[src/rtl/mem_arb_pkg.sv]
// Shared types and constants for the fetch/data memory arbiter.
// State encoding, watchdog counter width, timed-out read data.
package mem_arb_pkg;

  typedef enum logic [2:0] {
    IDLE,
    BUSY_I,
    BUSY_D,
    DONE_I,
    DONE_D
  } arb_state_t;

  localparam int CNT_W = 8;

  localparam logic [31:0] ERR_RDATA = 32'h0;

endpackage

[src/rtl/arb_ifetch_buf.sv]
// Single-entry fetch buffer: valid/tag/data, hit compare, fill, inval.
// Ports: look_addr->hit/hit_data, fill_*, wr_grant/wr_addr invalidate.
module arb_ifetch_buf #(
  parameter int AW = 32,
  parameter int DW = 32
) (
  input  logic          clk,
  input  logic          nrst,
  input  logic [AW-1:0] look_addr,
  output logic          hit,
  output logic [DW-1:0] hit_data,
  input  logic          fill,
  input  logic [AW-1:0] fill_addr,
  input  logic [DW-1:0] fill_data,
  input  logic          wr_grant,
  input  logic [AW-1:0] wr_addr
);

  logic          vld;
  logic [AW-1:0] tag;
  logic [DW-1:0] data;

  assign hit      = vld && (tag == look_addr);
  assign hit_data = data;

  always_ff @(posedge clk or negedge nrst) begin
    if (!nrst) begin
      vld  <= 1'b0;
      tag  <= '0;
      data <= '0;
    end else if (fill) begin
      vld  <= 1'b1;
      tag  <= fill_addr;
      data <= fill_data;
    end else if (wr_grant && (wr_addr == tag)) begin
      vld  <= 1'b0;
    end
  end

endmodule

[src/rtl/mem_arbiter.sv]
// Fetch/data arbiter onto one variable-latency memory, data priority.
// Ports: if_*, d_* requesters; m_* memory; err on watchdog timeout.
// Option: MEM_ARB_IFETCH_BUF_EN adds a one-entry fetch buffer.
module mem_arbiter
  import mem_arb_pkg::*;
#(
  parameter int          AW      = 32,
  parameter int          DW      = 32,
  parameter int unsigned TIMEOUT = 255
) (
  input  logic          clk,
  input  logic          nrst,
  input  logic          if_req,
  input  logic [AW-1:0] if_addr,
  output logic [DW-1:0] if_rdata,
  output logic          if_ack,
  input  logic          d_req,
  input  logic          d_wr,
  input  logic [AW-1:0] d_addr,
  input  logic [DW-1:0] d_wdata,
  output logic [DW-1:0] d_rdata,
  output logic          d_ack,
  output logic          err,
  output logic          m_req,
  output logic          m_wr,
  output logic [AW-1:0] m_addr,
  output logic [DW-1:0] m_wdata,
  input  logic [DW-1:0] m_rdata,
  input  logic          m_ack
);

  arb_state_t       state, state_nxt;
  logic [CNT_W-1:0] cnt;
  logic             busy, tmo, fin;
  logic             hit, fill, wr_grant;
  logic [DW-1:0]    hit_data, end_data;

  assign busy = (state == BUSY_I) || (state == BUSY_D);

  // m_ack in the timeout cycle wins, so tmo needs !m_ack
  assign tmo = busy && !m_ack && (TIMEOUT != 0) &&
               ((32'(cnt) + 32'd1) == TIMEOUT);
  assign fin = m_ack || tmo;

  assign end_data = m_ack ? m_rdata : DW'(ERR_RDATA);
  assign fill     = (state == BUSY_I) && m_ack;
  assign wr_grant = (state == IDLE) && d_req && d_wr;

`ifdef MEM_ARB_IFETCH_BUF_EN
  arb_ifetch_buf #(.AW(AW), .DW(DW)) u_buf (
    .clk       (clk),
    .nrst      (nrst),
    .look_addr (if_addr),
    .hit       (hit),
    .hit_data  (hit_data),
    .fill      (fill),
    .fill_addr (m_addr),
    .fill_data (m_rdata),
    .wr_grant  (wr_grant),
    .wr_addr   (d_addr)
  );
`else
  assign hit      = 1'b0;
  assign hit_data = '0;
`endif

  always_ff @(posedge clk or negedge nrst) begin
    if (!nrst) state <= IDLE;
    else       state <= state_nxt;
  end

  always_comb begin
    state_nxt = state;
    unique case (state)
      IDLE: begin
        if (d_req)       state_nxt = BUSY_D;
        else if (if_req) state_nxt = hit ? DONE_I : BUSY_I;
      end
      BUSY_I: if (fin) state_nxt = DONE_I;
      BUSY_D: if (fin) state_nxt = DONE_D;
      DONE_I: state_nxt = IDLE;
      DONE_D: state_nxt = IDLE;
      default: state_nxt = IDLE;
    endcase
  end

  always_ff @(posedge clk or negedge nrst) begin
    if (!nrst) begin
      cnt      <= '0;
      m_req    <= 1'b0;
      m_wr     <= 1'b0;
      m_addr   <= '0;
      m_wdata  <= '0;
      if_ack   <= 1'b0;
      d_ack    <= 1'b0;
      err      <= 1'b0;
      if_rdata <= '0;
      d_rdata  <= '0;
    end else begin
      cnt    <= busy ? cnt + 1'b1 : '0;
      m_req  <= (state_nxt == BUSY_I) ||
                (state_nxt == BUSY_D);
      if_ack <= (state_nxt == DONE_I);
      d_ack  <= (state_nxt == DONE_D);
      err    <= tmo;
      if (state == IDLE) begin
        if (d_req) begin
          m_wr    <= d_wr;
          m_addr  <= d_addr;
          m_wdata <= d_wdata;
        end else if (if_req && hit) begin
          if_rdata <= hit_data;
        end else if (if_req) begin
          m_wr   <= 1'b0;
          m_addr <= if_addr;
        end
      end
      if ((state == BUSY_I) && fin) if_rdata <= end_data;
      if ((state == BUSY_D) && fin) d_rdata  <= end_data;
    end
  end

endmodule

[config.mk]
export PLATFORM = sky130hd
export DESIGN_NAME = mem_arbiter
export DESIGN_NICKNAME = d
export VERILOG_FILES = /design/src/rtl/mem_arb_pkg.sv /design/src/rtl/arb_ifetch_buf.sv /design/src/rtl/mem_arbiter.sv
export SDC_FILE = /design/constraint.sdc
export NUM_CORES = 1
export LEC_CHECK = 0
export CORE_ASPECT_RATIO = 0.8
export CORE_UTILIZATION = 45
export CTS_CLUSTER_DIAMETER = 60
export CTS_CLUSTER_SIZE = 12
export DETAILED_ROUTE_END_ITERATION = 6
export GPL_ROUTABILITY_DRIVEN = 0
export HOLD_SLACK_MARGIN = 0.05
export PLACE_DENSITY = 0.87
export SETUP_SLACK_MARGIN = 0.2
export SLEW_MARGIN = 10
export SYNTH_ARGS = -nofsm -noshare
export SYNTH_HDL_FRONTEND = slang
export SYNTH_HIERARCHICAL = 1
export SYNTH_SLANG_ARGS = --single-unit
export TNS_END_PERCENT = 10
[constraint.sdc]
create_clock -name clk -period 5.9 [get_ports clk]
set_input_delay 0.885 -clock clk [delete_from_list [all_inputs] [get_ports clk]]
set_output_delay 0.885 -clock clk [all_outputs]
set_load 0.02 [all_outputs]
After elaboration in Yosys (flattened, before gate mapping):

Index checks and enable logic that the tools add are counted.

* flip-flop bits (word level): 144
* input bits: 134
* output and inout port bits: 133
* word-level logic and storage cells: 43

* $add $sub $neg: 2
* eq/ne operators: 7
* muxes and demuxes: 11
* reduce and logical (&&, ||, !) cells: 12

Operators with widths (count)
* $mux W32: 3
* $mux W3: 4
* $add A8 B1 Y9 const B: 1
* $eq A3 B2 Y1 const B: 3
* $eq A9 B8 Y1 const B: 1
* $pmux W3 S3: 1
* $add A8 B1 Y8 const B: 1
* $mux W8: 1
* $eq A3 B1 Y1 const B: 2
* $logic_and A1 B1 Y1: 4
* $reduce_and A2 Y1: 2
* $eq A3 B3 Y1 const B: 1
* $logic_not A3 Y1: 1
* $logic_or A1 B1 Y1: 3
* $mux W1: 2
* $reduce_bool A2 Y1: 1
* $logic_not A1 Y1: 1

Logic depth before layout (Yosys ltp):

* word-level depth: 9
* depth in mapped cells: 9
* depth with buffers taken out: 7

Worst setup path after synthesis:

OpenSTA, ideal clock, no wires.

* path type: input to register
* start point: input port d_req
* end point: register m_wdata[10]
* library setup time: 0.125 ns
* data arrival time: 2.357 ns
* data required time: 5.775 ns
* setup slack: 3.418 ns
* stages on the path: 5
* path buffers: 2
* path through: clkbuf_1 -> inv_1 -> nor4_2 -> clkbuf_1 -> mux2_2

* cells in the longest elaborated chain, start to end: 1

RTL lines
* start, declared: RTL line mem_arbiter.sv:17 `input logic d_req,`
* $reduce_and A2 Y1 (no source line)
* end signal, assigned: RTL line mem_arbiter.sv:110 `m_wdata <= d_wdata;`
* end, declared: RTL line mem_arbiter.sv:27 `output logic [DW-1:0] m_wdata,`

No other way between the ends.
A chain may end at the register's enable or synchronous reset.

Final worst setup path:

* start point: input port d_req
* end point: register m_wdata[17]

The elaborated chain is that of the path after synthesis.

==> results.md <==
- The CTS tree is yes.
- The critical path startpoint is d_req.
- The final-stage net count is 885.
- The tool flagged a number of max-cap violations equal to 0.
- Of the total power, the share spent switching nets is 0.372.
- The number of levels the H-tree was split into is 4.
- The total net switching power is 0.00195 W.
- The endpoint of the lowest-slack register-to-register path is d_rdata[24].
- The height of the chip is 104 um.
- The power per unit of standard cell area is 565 nW/um2.
- After routing, the total negative slack on setup checks comes to 0 ns.
- Counting flops with an async set or reset pin after synthesis yields a share of 1.00.
- The number of hold buffers added after CTS was 0.
- For this run, design rule violations remaining after detail routing come to 0.
- The first global-routing pass estimated 26500 um of wire.
- At the pin with the least slew margin, the transition time is 1.02 ns.
- The number of clock buffers added by TritonCTS is 17.
- The post-synthesis instance total is 493.
- After synthesis the netlist holds a flip-flop and latch count of 144.
- The sequential cell area is 3600 um2.
- After the first detailed-routing iteration, the DRC count stood at 274.
- The total area inside the core boundary comes to 12800 um2.
- The average cell area after synthesis is 12.0 um2.
- The part of the Yosys area used for sequential elements is 0.610.
- Between clock sinks in the finished design, the worst skew comes to 0.0117 ns.
- Summed over all cells, the static leakage comes to 4.15 nW.
- The total number of clock tree sinks is 144.
- The top fanout value on the critical path is 34.
- The data required time of the worst path is 6.20 ns.
- By startpoint and endpoint, the worst setup path is classified as input port to flip-flop.
- The total overflow reported by the global router is 0.
- During placement, the flow inserted port buffers numbering 266.
- The number of enable-type register cells in the synthesized netlist is 0.
- Setup repair after global routing left no endpoint under its margin.
- Setup violations remaining at the end of the flow were counted as 0.
- The worst hold slack is 0.445 ns.
- Timing would allow up to 328 MHz.
- On the critical path, the stage with the largest delay is an instance of sky130_fd_sc_hd__nor4_4.
- The final critical path time including I/O delays and setup is 3.05 ns.
- The share of total power dissipated in the clock network is 0.210.
- For this run, the total global-route usage over all layers was measured as 0.259.
- STA classifies the critical path endpoint as a flip-flop.
- The delay of the slowest critical-path stage is 0.72 ns.
- The endpoint arrival time on the critical path is 3.34 ns.
- Measured along the x axis, the die boundary spans 130 um.
- The startpoint identified for the worst register-to-register timing path is cnt[2].
- The internal power component is 0.00330 W.
- Dividing the detail-routed via count by the number of cells gives 5.18.
- The via count of the first global-routing pass was 5148.
- From synthesis to final layout, the design area changed by 57.5%.
- The number of cells on the critical path is 5.
- For this block, the routed nets add up to 16800 um of wire.
- At the later pin of the worst-skew pair, clock insertion delay measures 0.42 ns.
- The setup fix buffers added after clock tree synthesis is 0.
- The number of antenna violations at the first check in global routing is 0.
- The area of the die is 13600 um2.
- The critical path buffer and inverter count is 3.
- For this configuration, the core starts out at a cell density of 0.461.
- The total vias in the final route is 4858.
- The wire length per cell after detailed routing is 17.9 um.
- The category of the worst setup path launch point is an input port.
- The count of nets left with antenna violations once routing finished came out at 0.
- The post-synth net total is 629.
- The ratio of final minimum period to clock period is 0.516.
- The largest net degree at the start of global routing is 76.
- The clock-pin slew reported for the worst setup and hold paths after clock tree synthesis is 0.06 ns.
- The min-delay analysis places its worst path in the category input port to async pin.
- The minimum setup slack among reg-to-reg paths is 3.33 ns.
- Among all flip-flop cells after synthesis, the most frequent one is sky130_fd_sc_hd__dfrtp_1.
- The number of cells traversed by the worst register-to-register path is 5.
- The relative contribution of combinational cells to total power is 0.465.
- The I/O pin count is 267.
- The signal on the critical path passes through buf_2 -> inv_1 -> nor4_4 -> buf_4 -> mux2_2.
- The worst vdd rail ir drop is 270 uV.
- The final-report max-slew violation count is 0.
- The number of placed instances with taps included is 905.
- The synthesized netlist contains 34 unique library cells.
- Measured against its own limit, the worst slew margin works out to 0.323.
- The post-synthesis instance area is 5910 um2.
- Once layout is complete, the cells apart from fillers number 937.
- The largest buffer count on any clock path is 2.
- The first-pass iteration count of the detailed router is 4.
- The cell type group with the largest total delay on the critical path is buffers and inverters.
- The number of filler cells placed in the layout is 860.
- In the final layout, the share of cells above drive strength 1 is 0.102.
- The run finished with clean final reports.
- The number of gates given a new drive strength after cts is 0.
- The share of total power dissipated in sequential elements is 0.325.
- The repair_antennas step left the layout with diodes totalling 0.
- The count of synthesis-stage warnings from yosys is 6.
- The root buffer selected by CTS is sky130_fd_sc_hd__clkbuf_16.
- The detailed-placement wirelength estimate is 11800 um.
- The critical path ends at m_wdata[17].
- The number of hold violations in the final report is 0.
- Summing all multi-input logic gate instances after layout gives 2040 um2.
- The count of standard-cell rows is 37.
[routing by layer]
layer | global-route usage | vias up | wire length, um
met5 | 0 | - | 0
met4 | 0.131 | 0 | 497
met3 | 0.109 | 39 | 1820
met2 | 0.427 | 245 | 8330
met1 | 0.282 | 2321 | 6170
li1 | - | 2253 | -
[placed cells by master (no fill, tap or decap), types with 17 or more instances in the layout]
cell type	count
sky130_fd_sc_hd__a22oi_1	33
sky130_fd_sc_hd__a22o_1	34
sky130_fd_sc_hd__clkbuf_16	17
sky130_fd_sc_hd__mux2_2	32
sky130_fd_sc_hd__clkdlybuf4s50_1	264
sky130_fd_sc_hd__mux2i_1	32
sky130_fd_sc_hd__inv_1	37
sky130_fd_sc_hd__o21ai_0	66
sky130_fd_sc_hd__dfrtp_1	144
sky130_fd_sc_hd__nand2_1	35
[worst min-delay path by stage]
| stage | start | endpoint |
|---|---|---|
| final | nrst | m_addr[4] |
| after global routing | nrst | m_wdata[14] |
| after CTS | m_addr[29] | m_addr[29] |
| after detailed placement | m_addr[29] | m_addr[29] |
| after global placement | m_addr[14] | m_addr[14] |
| after floorplan | state[2] | state[0] |
[cells by family (layout without fill, tap and decap cells)]
kind of cell	after synthesis	in the layout	share of synthesized area
xor gates and xnor gates	6	6	0.00889
muxes	64	64	0.115
DFF	144	144	0.610
and+or+nand+nor	64	64	0.0508
adders and majority gates	2	2	0.00423
AOI/OAI and AO/OA	143	143	0.162
buffers and inverters	70	339	0.0489
[cell usage after synthesis, types with 3 or more instances]
| cell type | count | area share |
|---|---|---|
| sky130_fd_sc_hd__nor3_1 | 3 | 0.0025 |
| sky130_fd_sc_hd__nor2_1 | 10 | 0.0064 |
| sky130_fd_sc_hd__a21oi_1 | 4 | 0.0034 |
| sky130_fd_sc_hd__a22o_1 | 34 | 0.050 |
| sky130_fd_sc_hd__buf_2 | 3 | 0.0025 |
| sky130_fd_sc_hd__inv_1 | 37 | 0.024 |
| sky130_fd_sc_hd__mux2i_1 | 32 | 0.054 |
| sky130_fd_sc_hd__mux2_2 | 32 | 0.061 |
| sky130_fd_sc_hd__xnor2_1 | 3 | 0.0044 |
| sky130_fd_sc_hd__dfrtp_1 | 144 | 0.61 |
| sky130_fd_sc_hd__nand2_1 | 35 | 0.022 |
| sky130_fd_sc_hd__o21ai_0 | 66 | 0.056 |
| sky130_fd_sc_hd__a22oi_1 | 33 | 0.042 |
| sky130_fd_sc_hd__clkbuf_1 | 25 | 0.016 |
| sky130_fd_sc_hd__nand3_1 | 3 | 0.0025 |
| sky130_fd_sc_hd__xor2_1 | 3 | 0.0044 |
| sky130_fd_sc_hd__buf_6 | 3 | 0.0057 |
[power by group through the flow]
| stage | sequential, W | combinational, W | clock (W) |
|---|---|---|---|
| final | 0.00171 | 0.00244 | 0.00110 |
| after global routing | 0.00177 | 0.00262 | 0.00116 |
| after CTS | 0.00171 | 0.00247 | 0.00112 |
| after detailed placement | 0.00172 | 0.00245 | 0 |
| after global placement | 0.00169 | 0.00238 | 0 |
| after floorplan | 0.00219 | 0.000771 | 0 |
[stage by stage]
stage	total power [W]	area (um2)	utilization	setup slack [ns]
2_1_floorplan	0.00296	5910	-	3.42
3_3_place_gp	0.00407	8690	0.677	2.50
3_5_place_dp	0.00417	8690	0.677	2.37
4_1_cts	0.00530	9300	0.725	2.82
5_1_grt	0.00555	9310	0.726	2.68
6_report	0.00526	9310	0.726	2.85
[worst reg2reg max path, delay by kind of cell (launching register included)]
kind	cells	cell delay, ns
and+or+nand+nor	2	0.60
AOI/OAI and AO/OA	3	1.36
DFF	1	0.46
[registers in the layout, indices dropped and copies added, names as in the netlist]
signal and cells:
cnt 8, d_ack 1, d_rdata 32, err 1, if_ack 1, if_rdata 32
m_addr 32, m_req 1, m_wdata 32, m_wr 1, state 3
[final cells by class]
class,instances,share of cell area
Timing Repair Buffer,270,0.289
Sequential cell,144,0.387
Clock inverter,12,0.0169
Multi-Input combinational cell,279,0.220
Inverter,37,0.0149
Clock buffer,20,0.0491
Tap cell,175,0.0235
Power figures use the tool's default switching activity.
